--- src/rtl/mix_columns.sv ---
// Iterative AES MixColumns / InvMixColumns stage: one shared column datapath
// processes the four columns over four cycles, with a bypass for the final round.
module mix_columns (
  input  logic         clk_i,
  input  logic         rst_i,
  input  logic         fwd_ninv_i,
  input  logic         bypass_i,
  input  logic         in_valid_i,
  output logic         in_ready_o,
  input  logic [127:0] in_state,
  output logic         out_valid_o,
  input  logic         out_ready_i,
  output logic [127:0] out_state
);

  typedef enum logic [1:0] {IDLE, BUSY, DONE} state_t;

  state_t       state;
  logic [127:0] src_q;
  logic         fwd_q;
  logic [1:0]   col_cnt;

  logic [127:0] src_shift;
  logic [7:0]   a0, a1, a2, a3;
  logic [7:0]   b0, b1, b2, b3;
  logic [127:0] col_ins;
  logic [127:0] col_mask;
  logic [127:0] out_next;

  function automatic logic [7:0] xtime(input logic [7:0] x);
    return {x[6:0], 1'b0} ^ (x[7] ? 8'h1b : 8'h00);
  endfunction

  // One output byte of a column; inputs are already rotated so a0 is the
  // byte in the same row as the result.
  function automatic logic [7:0] mix_byte(input logic [7:0] x0, input logic [7:0] x1,
                                          input logic [7:0] x2, input logic [7:0] x3,
                                          input logic fwd);
    logic [7:0] x0_2, x0_4, x0_8;
    logic [7:0] x1_2, x1_4, x1_8;
    logic [7:0] x2_2, x2_4, x2_8;
    logic [7:0] x3_2, x3_4, x3_8;
    x0_2 = xtime(x0); x0_4 = xtime(x0_2); x0_8 = xtime(x0_4);
    x1_2 = xtime(x1); x1_4 = xtime(x1_2); x1_8 = xtime(x1_4);
    x2_2 = xtime(x2); x2_4 = xtime(x2_2); x2_8 = xtime(x2_4);
    x3_2 = xtime(x3); x3_4 = xtime(x3_2); x3_8 = xtime(x3_4);
    if (fwd)
      return x0_2 ^ (x1_2 ^ x1) ^ x2 ^ x3;
    else
      return (x0_8 ^ x0_4 ^ x0_2) ^ (x1_8 ^ x1_2 ^ x1) ^
             (x2_8 ^ x2_4 ^ x2) ^ (x3_8 ^ x3);
  endfunction

  assign in_ready_o = (state == IDLE);

  // Shifting by whole bytes brings the current column to byte 0 of every row,
  // so the datapath only ever looks at fixed bit positions.
  always_comb begin
    src_shift = src_q << {col_cnt, 3'b000};
    a0 = src_shift[127 -: 8];
    a1 = src_shift[95  -: 8];
    a2 = src_shift[63  -: 8];
    a3 = src_shift[31  -: 8];
    b0 = mix_byte(a0, a1, a2, a3, fwd_q);
    b1 = mix_byte(a1, a2, a3, a0, fwd_q);
    b2 = mix_byte(a2, a3, a0, a1, fwd_q);
    b3 = mix_byte(a3, a0, a1, a2, fwd_q);
    col_ins  = {b0, 24'h0, b1, 24'h0, b2, 24'h0, b3, 24'h0} >> {col_cnt, 3'b000};
    col_mask = {4{8'hff, 24'h0}} >> {col_cnt, 3'b000};
    out_next = (out_state & ~col_mask) | col_ins;
  end

  always_ff @(posedge clk_i or posedge rst_i) begin
    if (rst_i) begin
      state       <= IDLE;
      src_q       <= '0;
      fwd_q       <= 1'b1;
      col_cnt     <= '0;
      out_state   <= '0;
      out_valid_o <= 1'b0;
    end else begin
      case (state)
        IDLE: begin
          if (in_valid_i) begin
            src_q   <= in_state;
            fwd_q   <= fwd_ninv_i;
            col_cnt <= '0;
            if (bypass_i) begin
              out_state   <= in_state;
              out_valid_o <= 1'b1;
              state       <= DONE;
            end else begin
              state <= BUSY;
            end
          end
        end
        BUSY: begin
          out_state <= out_next;
          col_cnt   <= col_cnt + 2'd1;
          if (col_cnt == 2'd3) begin
            out_valid_o <= 1'b1;
            state       <= DONE;
          end
        end
        DONE: begin
          if (out_ready_i) begin
            out_valid_o <= 1'b0;
            state       <= IDLE;
          end
        end
        default: state <= IDLE;
      endcase
    end
  end

endmodule

--- config.mk ---
export PLATFORM = sky130hd
export DESIGN_NAME = mix_columns
export DESIGN_NICKNAME = d
export VERILOG_FILES = /design/src/rtl/mix_columns.sv
export SDC_FILE = /design/constraint.sdc
export NUM_CORES = 1
export LEC_CHECK = 0
export ABC_AREA = 1
export CAP_MARGIN = 5
export CORE_MARGIN = 5
export CORE_UTILIZATION = 40
export CTS_CLUSTER_DIAMETER = 200
export DETAILED_ROUTE_END_ITERATION = 6
export REMOVE_ABC_BUFFERS = 1
export SLEW_MARGIN = 20
export SYNTH_ARGS = -nofsm -noshare
export SYNTH_HDL_FRONTEND = slang
export SYNTH_SLANG_ARGS = --single-unit
--- constraint.sdc ---
create_clock -name clk_i -period 9.17 [get_ports clk_i]
set_input_delay 0.917 -clock clk_i [delete_from_list [all_inputs] [get_ports clk_i]]
set_output_delay 0.917 -clock clk_i [all_outputs]
set_load 0.01 [all_outputs]
### Yosys cells after proc, flatten, opt, wreduce, memory -nomap -nowiden

Cells that the tools add are included.

| word-level totals | value |
|---|---|
| logic and storage cells | 123 |
| bits in registers | 262 |
| output and inout bits | 130 |

| cells by class | value |
|---|---|
| mux-type cells | 31 |
| add/subtract/negate cells | 1 |
| shift operators | 3 |
| reduce and logical (&&, ||, !) cells | 8 |
| equality and inequality tests | 7 |
| bitwise gates (word level) | 67 |

Operators with widths:

| kind | number |
|---|---|
| $xor A8 B8 Y8 | 54 |
| $mux W128 | 2 |
| $pmux W128 S2 | 1 |
| $and A128 B128 Y128 | 1 |
| $not A128 Y128 | 1 |
| $or A128 B128 Y128 | 1 |
| $shl A128 B5 Y128 | 1 |
| $shr A128 B5 Y128 | 1 |
| $shr A128 B5 Y128 const A | 1 |
| $xor A8 B5 Y8 | 10 |
| $mux W5 | 12 |
| $mux W8 | 4 |
| $mux W2 | 5 |
| $ne A2 B2 Y1 const B | 4 |
| $pmux W2 S3 | 1 |
| $reduce_and A3 Y1 | 2 |
| $reduce_and A5 Y1 | 1 |
| $eq A2 B2 Y1 const B | 2 |
| $mux W1 | 4 |
| $pmux W2 S2 | 1 |
| $reduce_and A2 Y1 | 2 |
| $pmux W1 S3 | 1 |
| $reduce_bool A3 Y1 | 1 |
| $add A2 B1 Y2 const B | 1 |
| 3 further kinds | 3 |

### Depth between registers and ports, before layout

| depth | value |
|---|---|
| depth in word-level cells | 16 |
| gate-level depth with buffers | 24 |
| gate-level depth less buffers | 22 |

### Worst setup path after synthesis

No wires, ideal clock.

| path | value |
|---|---|
| kind | input-to-reg |
| start | input port in_valid_i |
| end | register out_state[2] |
| path buffers | 2 |
| cell stages on the path | 11 |
| arrival time | 2.235 ns |
| data required time | 9.041 ns |
| slack | 6.807 ns |
| path through | inv_1 > nor2_1 > inv_1 > nand2_1 > inv_1 > nor2_1 > inv_1 > clkbuf_1 > clkbuf_1 > a221oi_1 > a21oi_1 |

| on the way | value |
|---|---|
| word-level cells in the longest chain between the ends | 2 |

Ends and longest elaborated chain:

| item | RTL line | text |
|---|---|---|
| start: declaration | 8 | `input logic in_valid_i,` |
| $ne A2 B2 Y1 (no line) | n/a |  |
| $reduce_and A3 Y1 (no line) | n/a |  |
| end signal: assignment | 89 | `out_state <= in_state;` |
| end signal: assignment | 98 | `out_state <= out_next;` |
| end: declaration | 13 | `output logic [127:0] out_state` |

Every way passes these cells.
A chain may end at the register's enable or synchronous reset.

### Worst setup path in the final report

| path | value |
|---|---|
| start | input port in_valid_i |
| end | register out_state[4] |

The elaborated chain is that of the path after synthesis.

==> qor.yml <==
status: "completed"
cts_root_buf: "clkbuf_16"
detail-route-antenna-nets: 0
routed_via_density: 5.40
synth_edf_count: 0
crit_top_cell: "buf_4"
dp_slack_ps: 3960
grt_pass1_vias: 19433
synth_area_mm2: 0.0193
layout_setup_ws_ps: 4350
period_minus_slack_ps: 4820
r2r-start: "state[1]$_DFFE_PP0P_"
final_layout_size_suffix_gt1_share_pct: 6.21
grt_pass1_wl_um: 114000
layout_common_cells: "nand2_1, clkdlybuf4s50_1, dfrtp_1, a21oi_1, nand3_1"
netlist_top_cells_area: "dfrtp_1, nand2_1, a21oi_1"
port_buffers: 263
worst_pin_slew_ps: 1090
crit_buf_inv: 8
path_delay_family: "buffers and inverters"
insertedDiodeCount: 0
slowest_delay_ps: 880
synth_cell_types: 36
setup_violations: 0
cts_hold_buf: 0
hold_violations: 0
place_congestion: 1.01
yosysTopAreaCell: "dfrtp_1"
finClkSkew_ps: 14.6
startpoint_type: "input pin"
rr_worst_depth: 13
hold_start: "src_q[70]$_DFFE_PP0P_"
syn_inst: 2956
final_net_count: 3252
placementRows: 80
area_delta_synth_final_pct: 20.2
whs_path_depth: 2
synth_top_area_share_pct: 33.8
post_cts.repair.setup_buffers: 0
die_area_mm2: 0.0529
relSlewSlack_pct: 27.1
grt_use_total_pct: 26.8
cts_buffers: 31
clock_latency_ps: 570
yosys_register_bits: 262
die_w_um: 230
routed_wl_um: 73100
criticalPathCategory: "input pin to register"
fill_cells: 4840
fin_cells: 3753
path_max_fanout: 128
io_pins: 264
setup_tns_ps: 0
overflow: 0
synth_area_per_cell_um2: 6.55
seq_area_frac_synth_pct: 33.9
endpoint_kind: "register"
core_mm2: 0.0477
r2r_setup_slack_ps: 4610
drv_slew: 0
yosysWarnings: 0
final_common_cell: "nand2_1"
route.detailed.drc: 0
dp.cells: 3696
path_cells: "clkdlybuf4s50_1, inv_1, nor2_4, buf_4, inv_4, nand2_1, inv_1, nor2_4, buf_4, inv_6, buf_4, a221oi_1, a21oi_1"
cts_resized: 0
critical_path_required_ps: 9660
clk_path_buf_depth: 3
dp_hpwl_um: 51600
grt_max_degree: 129
antenna_found_initial: 0
die_h_um: 230
clk_pin_slew_worst_paths_ps: 60
synthArstFlopShare_pct: 100
wl_per_cell_um: 19.5
rsz0062_at_grt: "false"
start_util_pct: 40.5
fmax_mhz: 207
drt_iter0_drc: 1872
hold_end: "src_q[70]$_DFFE_PP0P_"
worstPathArrival_ps: 5310
cts_tree: "done"
htree_levels: 1
min_path_type: "register to register"
drv_cap: 0
vias: 20249
synth-main-ff-cell: "dfrtp_1"
finalCritPeriodShare_pct: 52.6
cpMaxStageDelayCell: "buf_4"
clock-sinks: 262
r2r-end: "out_state[4]$_DFFE_PP0P_"
dr.pass1.iters: 6
[final cells by class]
cell class | count | area [µm²] | share of cell area (%)
inverters | 176 | 686 | 2.95
clock inverters | 14 | 158 | 0.678
clock buffers | 43 | 871 | 3.75
repair buffers | 286 | 2810 | 12.1
multi-input cells | 2357 | 11400 | 49.0
well taps | 615 | 769 | 3.31
flip-flops and latches | 262 | 6560 | 28.2
[flip-flops by register name (all words and copies together), names as in the netlist]
| name | count |
|---|---|
| src_q | 128 |
| col_cnt | 2 |
| state | 2 |
| out_state | 128 |
| out_valid_o | 1 |
| fwd_q | 1 |
[tightest hold or removal path: stages (launching register included)]
cell	delay [ps]
dfrtp_1	340
nand2_1	50
nand2_1	50
[stage by stage]
stage	util [%]	hold slack (ps)	cell area, µm²
after floorplan	-	442	18600
after global placement	46.5	454	22200
after detailed placement	46.5	458	22200
after CTS	48.7	473	23200
after global routing	48.7	489	23200
final	48.7	471	23200
[how the worst max path moves through the flow]
stage	startpoint	to	slack [ps]	cells past startpoint
3_5_place_dp	in_valid_i	out_state[84]$_DFFE_PP0P_	3960	14
5_1_grt	in_valid_i	out_state[35]$_DFFE_PP0P_	4160	13
2_1_floorplan	in_valid_i	out_state[0]$_DFFE_PP0P_	-2070	9
6_report	in_valid_i	out_state[4]$_DFFE_PP0P_	4350	13
3_3_place_gp	in_valid_i	out_state[4]$_DFFE_PP0P_	4120	13
4_1_cts	in_valid_i	out_state[100]$_DFFE_PP0P_	4580	13
[kinds of logic (layout without fill, tap and decap cells)]
logic type / count (synthesis) / after routing / synth area share (%)
AO/OA/AOI/OAI: 351 / 351 / 9.86
XOR/XNOR: 179 / 179 / 9.31
adder cells (fa/ha/maj): 4 / 4 / 0.259
buffers and inverters: 337 / 519 / 7.36
flip-flops: 262 / 262 / 33.9
AND/OR/NAND/NOR: 1823 / 1823 / 39.3
[cell usage after synthesis, types with 42 or more instances]
library cell  number
dfrtp_1          261
inv_1            159
nand2_1         1339
xnor2_1           58
nand2_2           42
xor2_1            96
nand4_1          107
o21ai_0           95
nand3_1          195
clkbuf_1         106
a21oi_1          200
nor2_1           109
[per-layer routing]
layer | global-route usage, % | share of wire, %
met5 | 0 | 0
met4 | 7.02 | 2.6
met3 | 3.13 | 6.3
met2 | 44.6 | 47
met1 | 37.3 | 44
Power is left out: the tool's default activity adds up to more than one toggle a clock period on the data nets, which glitch-free logic cannot reach.
